### src/rtl/axi_burst_addr_gen.sv
// AXI burst to per-beat SRAM byte address sequencer (FIXED/INCR/WRAP, error flagging).
// Latency 1 from command handshake to first beat; beat outputs hold while beat_ready is low.
module axi_burst_addr_gen #(
    parameter int ADDR_WIDTH     = 32,
    parameter int OUT_ADDR_WIDTH = 16
) (
    input  logic                      ACLK,
    input  logic                      ARESET,
    input  logic                      cmd_valid,
    output logic                      cmd_ready,
    input  logic [ADDR_WIDTH-1:0]     cmd_addr,
    input  logic [7:0]                cmd_len,
    input  logic [2:0]                cmd_size,
    input  logic [1:0]                cmd_burst,
    output logic                      beat_valid,
    input  logic                      beat_ready,
    output logic [OUT_ADDR_WIDTH-1:0] beat_addr,
    output logic [2:0]                beat_size,
    output logic                      beat_last,
    output logic                      beat_err
);

    typedef enum logic {IDLE, BURST} state_t;
    typedef enum logic [1:0] {MODE_FIXED, MODE_INCR, MODE_WRAP} mode_t;

    typedef struct packed {
        mode_t      mode;
        logic       err;
        logic [7:0] len;
        logic [1:0] step_lg;
        logic [2:0] size;
    } ctx_t;

    state_t                    state_q, state_d;
    ctx_t                      ctx_q;
    logic [7:0]                cnt_q;
    logic [OUT_ADDR_WIDTH-1:0] addr_q;

    logic                      cmd_fire, beat_fire, last;
    logic                      size_bad, wrap_len_ok, misalign, wrap_bad, cmd_err;
    logic [7:0]                size_mask;
    mode_t                     cmd_mode;
    logic [1:0]                cmd_step_lg;
    logic [OUT_ADDR_WIDTH-1:0] step, wrap_mask, incr_addr, wrap_addr, next_addr;

    assign cmd_fire  = cmd_valid && cmd_ready;
    assign beat_fire = beat_valid && beat_ready;
    assign last      = (cnt_q == ctx_q.len);

    // Command legality; anything illegal still sequences, as INCR unless FIXED.
    always_comb begin
        size_bad    = (cmd_size > 3'd2);
        wrap_len_ok = (cmd_len == 8'd1) || (cmd_len == 8'd3) ||
                      (cmd_len == 8'd7) || (cmd_len == 8'd15);
        size_mask   = (8'd1 << cmd_size) - 8'd1;
        misalign    = |(cmd_addr[7:0] & size_mask);
        wrap_bad    = (cmd_burst == 2'b10) && (!wrap_len_ok || misalign);
        cmd_err     = size_bad || (cmd_burst == 2'b11) || wrap_bad;
        cmd_step_lg = size_bad ? 2'd2 : cmd_size[1:0];
        if (cmd_burst == 2'b00)
            cmd_mode = MODE_FIXED;
        else if (cmd_burst == 2'b10 && !cmd_err)
            cmd_mode = MODE_WRAP;
        else
            cmd_mode = MODE_INCR;
    end

    always_comb begin
        step      = OUT_ADDR_WIDTH'(1) << ctx_q.step_lg;
        incr_addr = (addr_q & ~(step - OUT_ADDR_WIDTH'(1))) + step;
        wrap_mask = ((OUT_ADDR_WIDTH'(ctx_q.len) + OUT_ADDR_WIDTH'(1)) << ctx_q.step_lg)
                    - OUT_ADDR_WIDTH'(1);
        wrap_addr = (addr_q & ~wrap_mask) | ((addr_q + step) & wrap_mask);
        case (ctx_q.mode)
            MODE_FIXED: next_addr = addr_q;
            MODE_WRAP:  next_addr = wrap_addr;
            default:    next_addr = incr_addr;
        endcase
    end

    // Handshake outputs are masked during reset so an aborted burst emits nothing more.
    always_comb begin
        state_d    = state_q;
        cmd_ready  = 1'b0;
        beat_valid = 1'b0;
        case (state_q)
            IDLE: begin
                cmd_ready = !ARESET;
                if (cmd_valid && !ARESET)
                    state_d = BURST;
            end
            BURST: begin
                beat_valid = !ARESET;
                if (!ARESET && beat_ready && last)
                    state_d = IDLE;
            end
            default: state_d = IDLE;
        endcase
    end

    always_ff @(posedge ACLK) begin
        if (ARESET) begin
            state_q <= IDLE;
            cnt_q   <= 8'd0;
            addr_q  <= '0;
            ctx_q   <= '0;
        end else begin
            state_q <= state_d;
            if (cmd_fire) begin
                addr_q <= cmd_addr[OUT_ADDR_WIDTH-1:0];
                cnt_q  <= 8'd0;
                ctx_q  <= '{mode: cmd_mode, err: cmd_err, len: cmd_len,
                           step_lg: cmd_step_lg, size: cmd_size};
            end else if (beat_fire && !last) begin
                cnt_q  <= cnt_q + 8'd1;
                addr_q <= next_addr;
            end
        end
    end

    assign beat_addr = addr_q;
    assign beat_size = ctx_q.size;
    assign beat_last = beat_valid && last;
    assign beat_err  = beat_valid && ctx_q.err;

    generate
        if (ADDR_WIDTH > OUT_ADDR_WIDTH) begin : g_drop_high
            logic unused_high_addr;
            assign unused_high_addr = ^cmd_addr[ADDR_WIDTH-1:OUT_ADDR_WIDTH];
        end
    endgenerate

endmodule

### config.mk
export PLATFORM = sky130hd
export DESIGN_NAME = axi_burst_addr_gen
export DESIGN_NICKNAME = d
export VERILOG_FILES = /design/src/rtl/axi_burst_addr_gen.sv
export SDC_FILE = /design/constraint.sdc
export NUM_CORES = 1
export LEC_CHECK = 0
export ABC_AREA = 1
export CORE_ASPECT_RATIO = 0.8
export CORE_UTILIZATION = 45
export DETAILED_ROUTE_END_ITERATION = 6
export DONT_BUFFER_PORTS = 1
export HOLD_SLACK_MARGIN = 0.15
export PLACE_DENSITY_LB_ADDON = 0.2
export RECOVER_POWER = 100
export SLEW_MARGIN = 20
export SYNTH_ARGS = -nofsm -noshare
export SYNTH_HDL_FRONTEND = slang
export SYNTH_SLANG_ARGS = --single-unit
export TNS_END_PERCENT = 1
### constraint.sdc
create_clock -name ACLK -period 4.15 [get_ports ACLK]
set_input_delay 0.83 -clock ACLK [delete_from_list [all_inputs] [get_ports ACLK]]
set_output_delay 0.83 -clock ACLK [all_outputs]
set_load 0.01 [all_outputs]
==> metrics.yaml <==
worst-endpoint-arrival_ns: 3.42
die_area_mm2: 0.009028
fin_worst_skew_ns: 0.008049
place_congestion: 0.8788
grt_max_degree: 38
rsz0062_at_grt: "false"
fmax_mhz: 310.3
power_density_mw_per_mm2: 276.2
route.detailed.wl_per_inst_um: 14.62
synth.cell_area_mm2: 0.003892
synth_nets: 719
max_cap_violations: 0
gr-usage-all-layers_pct: 25.52
final_critical_path_share_of_the_clock_period_pct: 77.65
clkLatencyLatePin_ns: 0.30
timing.final.setup_violations: 0
layout.cells.most_common_list: "sky130_fd_sc_hd__nand2_1 (163), sky130_fd_sc_hd__inv_1 (82), sky130_fd_sc_hd__nor2_1 (62)"
nFillCells: 886
critical_path.startpoint_type: "flip-flop"
drc: 0
avgViaCountPerCell: 5.537
synth-warning-count: 0
placement.io_buffers: 0
antenna-diode-count: 0
preCtsSetupSlack_ns: 1.217
timing.final.hold_violations: 0
dieWidth_um: 106.0
design.final.nets: 707
detailedRoute.firstPassIterationCount: 5
cts_resized: 0
clock_path_buffers: 2
outcome: "finished clean"
worst_hold_slack_ns: 0.4965
antenna_left: 0
ioPinCount: 72
detail_route.iter0.violations: 282
grt_antenna_before_repair: 0
timing_max_transition_violations_final: 0
cts.repair_timing.setup_buffer_count: 0
min_path_type: "flip-flop to flip-flop"
sequential_fraction_of_the_synthesis_area_pct: 21.09
critical_path.endpoint_type: "flip-flop"
grt_pass1_vias: 3785
clock-sinks: 41
post_synth_num_cell_types: 44
final_critical_path_setup_slack_ns: 0.9277
final_layout_size_suffix_gt1_share_pct: 8.204
routed-via-count: 4175
h-tree-depth: 2
ctsRootBufferMaster: "sky130_fd_sc_hd__clkbuf_8"
slew-limit-headroom_pct: 38.06
vertical_die_dimension_um: 85.19
grt_pass1_wl_mm: 18.40
worstPathRequired_ns: 4.34
worst_vdd_ir_mv: 0.1392
cts_hold_repair.buffers: 0
finalWirelength_mm: 11.02
core_area_mm2: 0.008164
worst_pin_slew_ns: 0.9291
setup-tns-final_ns: 0
synthToLayoutAreaGrowth_pct: 3.471
syn-instance-count: 657
timing.critical_path.fanout_max: 14
layout_commonest_cell: "sky130_fd_sc_hd__nand2_1"
register_bit_total_from_synthesis: 41
clock_slew_seen_by_the_registers_of_the_worst_setup_and_hold_paths_ns: 0.09
synthesis.area_per_instance_um2: 5.925
leakagePower_nw: 1.733
core.rowCount: 29
dp_hpwl_mm: 8.465
setup.worst_path.class: "flip-flop to flip-flop"
layout_min_cycle_time_ns: 3.222
cts_tree: "built"
grt.overflow.total: 0
initial_utilization_pct: 47.68
cts_inserted_buffers: 5
==> area by class of cell <==
type | instances | area, um^2 | area share, %
multi-input cells | 505 | 2608 | 64.74
flip-flops and latches | 41 | 820.8 | 20.38
inverters | 89 | 334.1 | 8.294
well taps | 108 | 135.1 | 3.355
clock buffers | 6 | 72.57 | 1.802
clock inverters | 2 | 38.79 | 0.9630
repair buffers | 3 | 18.77 | 0.4660
==> cells in the mapped netlist, drive strengths merged <==
cell | count | area [um^2]
o22ai | 10 | 62.56
ha | 11 | 137.6
nand4 | 10 | 68.81
a2111oi | 1 | 8.760
inv | 89 | 334.1
xor2 | 8 | 70.07
nand2 | 170 | 658.1
a31oi | 4 | 25.02
nor2 | 67 | 284.0
xnor2 | 3 | 26.28
a21o | 1 | 7.510
a22oi | 2 | 15.01
clkbuf | 9 | 35.03
o2111ai | 1 | 8.760
or2 | 11 | 68.81
o21bai | 1 | 7.510
o31ai | 1 | 7.510
nor3b | 2 | 15.01
dfxtp | 41 | 820.8
nor3 | 11 | 55.05
a21oi | 48 | 247.7
nor4 | 3 | 18.77
a211oi | 1 | 7.510
o21ai | 63 | 330.3
and2 | 1 | 6.260
o211ai | 7 | 52.55
buf | 13 | 82.58
fa | 2 | 40.04
nand3 | 66 | 390.4
==> power breakdown <==
part | switching [mW] | internal, mW | total, mW
combinational | 0.211 | 0.103 | 0.314
clock | 0.156 | 0.181 | 0.337
sequential | 0.0436 | 0.418 | 0.462
==> per-stage QoR <==
step	total power [mW]	instance area (um^2)	std cells	utilization, %
2_1_floorplan	0.7196	3892	657	-
3_3_place_gp	0.7784	3933	746	48.17
3_5_place_dp	0.7810	3933	746	48.17
4_1_cts	1.125	4044	754	49.53
5_1_grt	1.186	4028	754	49.33
6_report	1.112	4028	754	49.33
==> metal layers <==
layer	global-route usage, %	vias to the layer above	part of all wire, %
met5	0	-	0
met2	39.39	143	42
met4	5.051	0	0.69
met1	37.58	1888	49
li1	-	2137	-
met3	3.840	7	8.2
==> path summary, 6_finish.rpt <==
| check | slack [ns] | cells after the start | start | to |
|---|---|---|---|---|
| max reg2reg | 0.93 | 14 | ctx_q[3] | flip-flop |
| min reg2reg | 0.50 | 2 | cnt_q[7] | cnt_q[7] |
| max | 0.93 | 14 | ctx_q[3] | flip-flop |
| min | 0.50 | 2 | cnt_q[7] | cnt_q[7] |
==> kinds of logic after synthesis <==
| logic type | synth area share [%] |
|---|---|
| flip-flops | 21.09 |
| buffers and inverters | 11.60 |
| adder cells (fa/ha/maj) | 4.564 |
| XOR/XNOR | 2.475 |
| AO/OA/AOI/OAI | 20.06 |
| AND/OR/NAND/NOR | 40.21 |
==> worst max-delay path, stage by stage, from the launching register on <==
cell and delay, ns:
sky130_fd_sc_hd__dfxtp_1 0.62, sky130_fd_sc_hd__inv_1 0.36, sky130_fd_sc_hd__nor2_1 0.37, sky130_fd_sc_hd__inv_1 0.11, sky130_fd_sc_hd__fa_1 0.44, sky130_fd_sc_hd__inv_1 0.13
sky130_fd_sc_hd__nand2_1 0.07, sky130_fd_sc_hd__nand2_1 0.14, sky130_fd_sc_hd__inv_1 0.09, sky130_fd_sc_hd__nor2_1 0.22, sky130_fd_sc_hd__a21oi_1 0.11, sky130_fd_sc_hd__nor3_1 0.15
sky130_fd_sc_hd__o21ai_0 0.10, sky130_fd_sc_hd__a21oi_1 0.15, sky130_fd_sc_hd__nor2_1 0.05
Note: power is estimated with default switching activity, not from simulation.
==> patch: new RTL, same flow settings <==
Change the parameter `OUT_ADDR_WIDTH` from 16 to 17.
--- a/src/rtl/axi_burst_addr_gen.sv
+++ b/src/rtl/axi_burst_addr_gen.sv
@@ -4,3 +4,3 @@
     parameter int ADDR_WIDTH     = 32,
-    parameter int OUT_ADDR_WIDTH = 16
+    parameter int OUT_ADDR_WIDTH = 17
 ) (
Interface: changed (resized beat_addr); port bits go from 72 to 73. The function was not compared with the original's and may differ.
==> patch against the unedited design <==
  * Worst setup slack got worse by 0.20 ns
  * Sequential cell count rose by 1
  * Combinational power rose by 21%
  * Critical path type unchanged
  * Final area rose by 5.7%
  * Total power rose by 15%
  * Sequential share of layout area fell by 0.63 points
  * Sequential power rose by 3%
  * Routed wire length rose by 4.1%
  * Clock skew rose by 0.0026 ns
  * First-iteration DRC count rose by 13%
  * Critical path depth did not move
  * Largest cell class unchanged
  * Synthesized area rose by 4.4%
  * Fmax fell by 5.8%
  * Via count rose by 2.4%
==> patch: results (changes against the unedited design) <==
* Drt initial violations at 318 (+13%)
* Fraction of layout cells with a size suffix above 1 at 10.5% (+2.3 points)
* Cells after DPL at 762 (+2.1%)
* Post-DR wirelength/cell at 14.9 um (+1.9%)
* Sequential share of the synthesized area at 20.7% (-0.40 points)
* Register clock-pin slew on the reported worst setup and hold paths at 0.07 ns (-0.02 ns)
* Outcome: complete, no violations
* GRT Util Overall at 26.1% (+0.53 points)
* Vias/cell at 5.55 (+0.27%)
* Worst Path Arrival at 3.65 ns (+0.23 ns)
* Largest vdd supply drop at 0.188 mV (+35%)
* Number of instances in the synthesized netlist at 664 (+1.1%)
* Largest stage delay on the critical path at 0.66 ns (+0.04 ns)
* Most numerous cell types in the synthesized netlist: sky130_fd_sc_hd__nand2_1 (154), sky130_fd_sc_hd__inv_1 (90), sky130_fd_sc_hd__nor2_1 (59), sky130_fd_sc_hd__nand3_1 (55), sky130_fd_sc_hd__o21ai_0 (47)
* Largest cells by area after synthesis: sky130_fd_sc_hd__dfxtp_1 (21%), sky130_fd_sc_hd__nand2_1 (14%), sky130_fd_sc_hd__inv_1 (8.3%)
* Number of distinct library cell variants in the gate-level netlist after synthesis at 47 (+6.8%)
* Layout fillers at 915 (+3.3%)
* Final nets at 719 (+1.7%)
* Gp weighted congestion at 0.926 (+5.3%)
* Global-route wire length before repair at 19.2 mm (+4.4%)
* Final cell count without fillers at 770 (+2.1%)
* Reg-to-reg setup timing slack at 0.73 ns (-0.20 ns)
* Number of global-route vias before repair at 3,938 (+4.0%)
* Number of nets produced by synthesis at 726 (+0.97%)
* Transition time of the tightest slew-check pin at 0.804 ns (-0.125 ns)
* Clock tree root buffer cell: sky130_fd_sc_hd__clkbuf_16
* Worst clock skew at 0.0107 ns (+0.00265 ns)
* Largest driver fanout on the critical path at 15 (+1)
patch: cell count changes in the layout (fill, tap and decap cells not counted), sizes merged, moves of 3 or more:
cell,change
inv,+7
xor2,+7
o21ai,-5
buf,+4
nand3,+3
nor2,+3
nor3,+3
nor4,-3
or2,-3
patch: cell type report:
class                      instances  share of cell area [%]
clock inverter                     3                   0.647
multi-input combinational        507                    63.9
inverter                          95                    8.38
tap                              112                    3.29
sequential                        42                    19.8
clock buffer                       5                    2.94
timing repair buffer               6                    1.06
patch: per-stage QoR:
| stage | utilization [%] | setup WS [ns] |
|---|---|---|
| floorplan | - | 1.57 |
| global placement | 47.6 | 1.08 |
| detailed placement | 47.6 | 0.943 |
| CTS | 49.4 | 0.917 |
| global route | 49.3 | 0.309 |
| finish | 49.3 | 0.729 |
patch: logic make-up (layout without fill, tap and decap cells):
logic type      after synthesis  in the layout  synth area share, %
simple gates                344            344                 40.8
compound gates              132            132                 18.1
buf+inv                     115            109                 12.2
flops                        42             42                 20.7
xor+xnor                     18             18                 3.88
fa+ha+maj                    13             13                 4.37
patch: metal layers:
layer | GRT usage [%] | vias up | part of all wire (%)
li1 | - | 2161 | -
met1 | 36.9 | 1964 | 49
met2 | 39.5 | 136 | 43
met3 | 5.31 | 14 | 7.6
met4 | 8.11 | 0 | 1.0
met5 | 0 | - | 0
patch: path summary, 6_finish.rpt:
path / end / cells past startpoint
setup / recovery: flop / 14
hold / removal: cnt_q[7] / 2
setup reg to reg: flop / 14
hold reg to reg: cnt_q[7] / 2
patch: power by group:
part | total [mW] | internal (mW) | switching, mW
registers | 0.476 | 0.431 | 0.0450
logic | 0.380 | 0.126 | 0.254
clock network | 0.423 | 0.230 | 0.193
patch: critical path: cells and delay by family (launching register included):
kind	cells	cell delay, ns
flip-flops	1	0.66
AND/OR/NAND/NOR	7	1.20
adder cells (fa/ha/maj)	1	0.46
buffers and inverters	3	0.62
AO/OA/AOI/OAI	2	0.22
XOR/XNOR	1	0.16
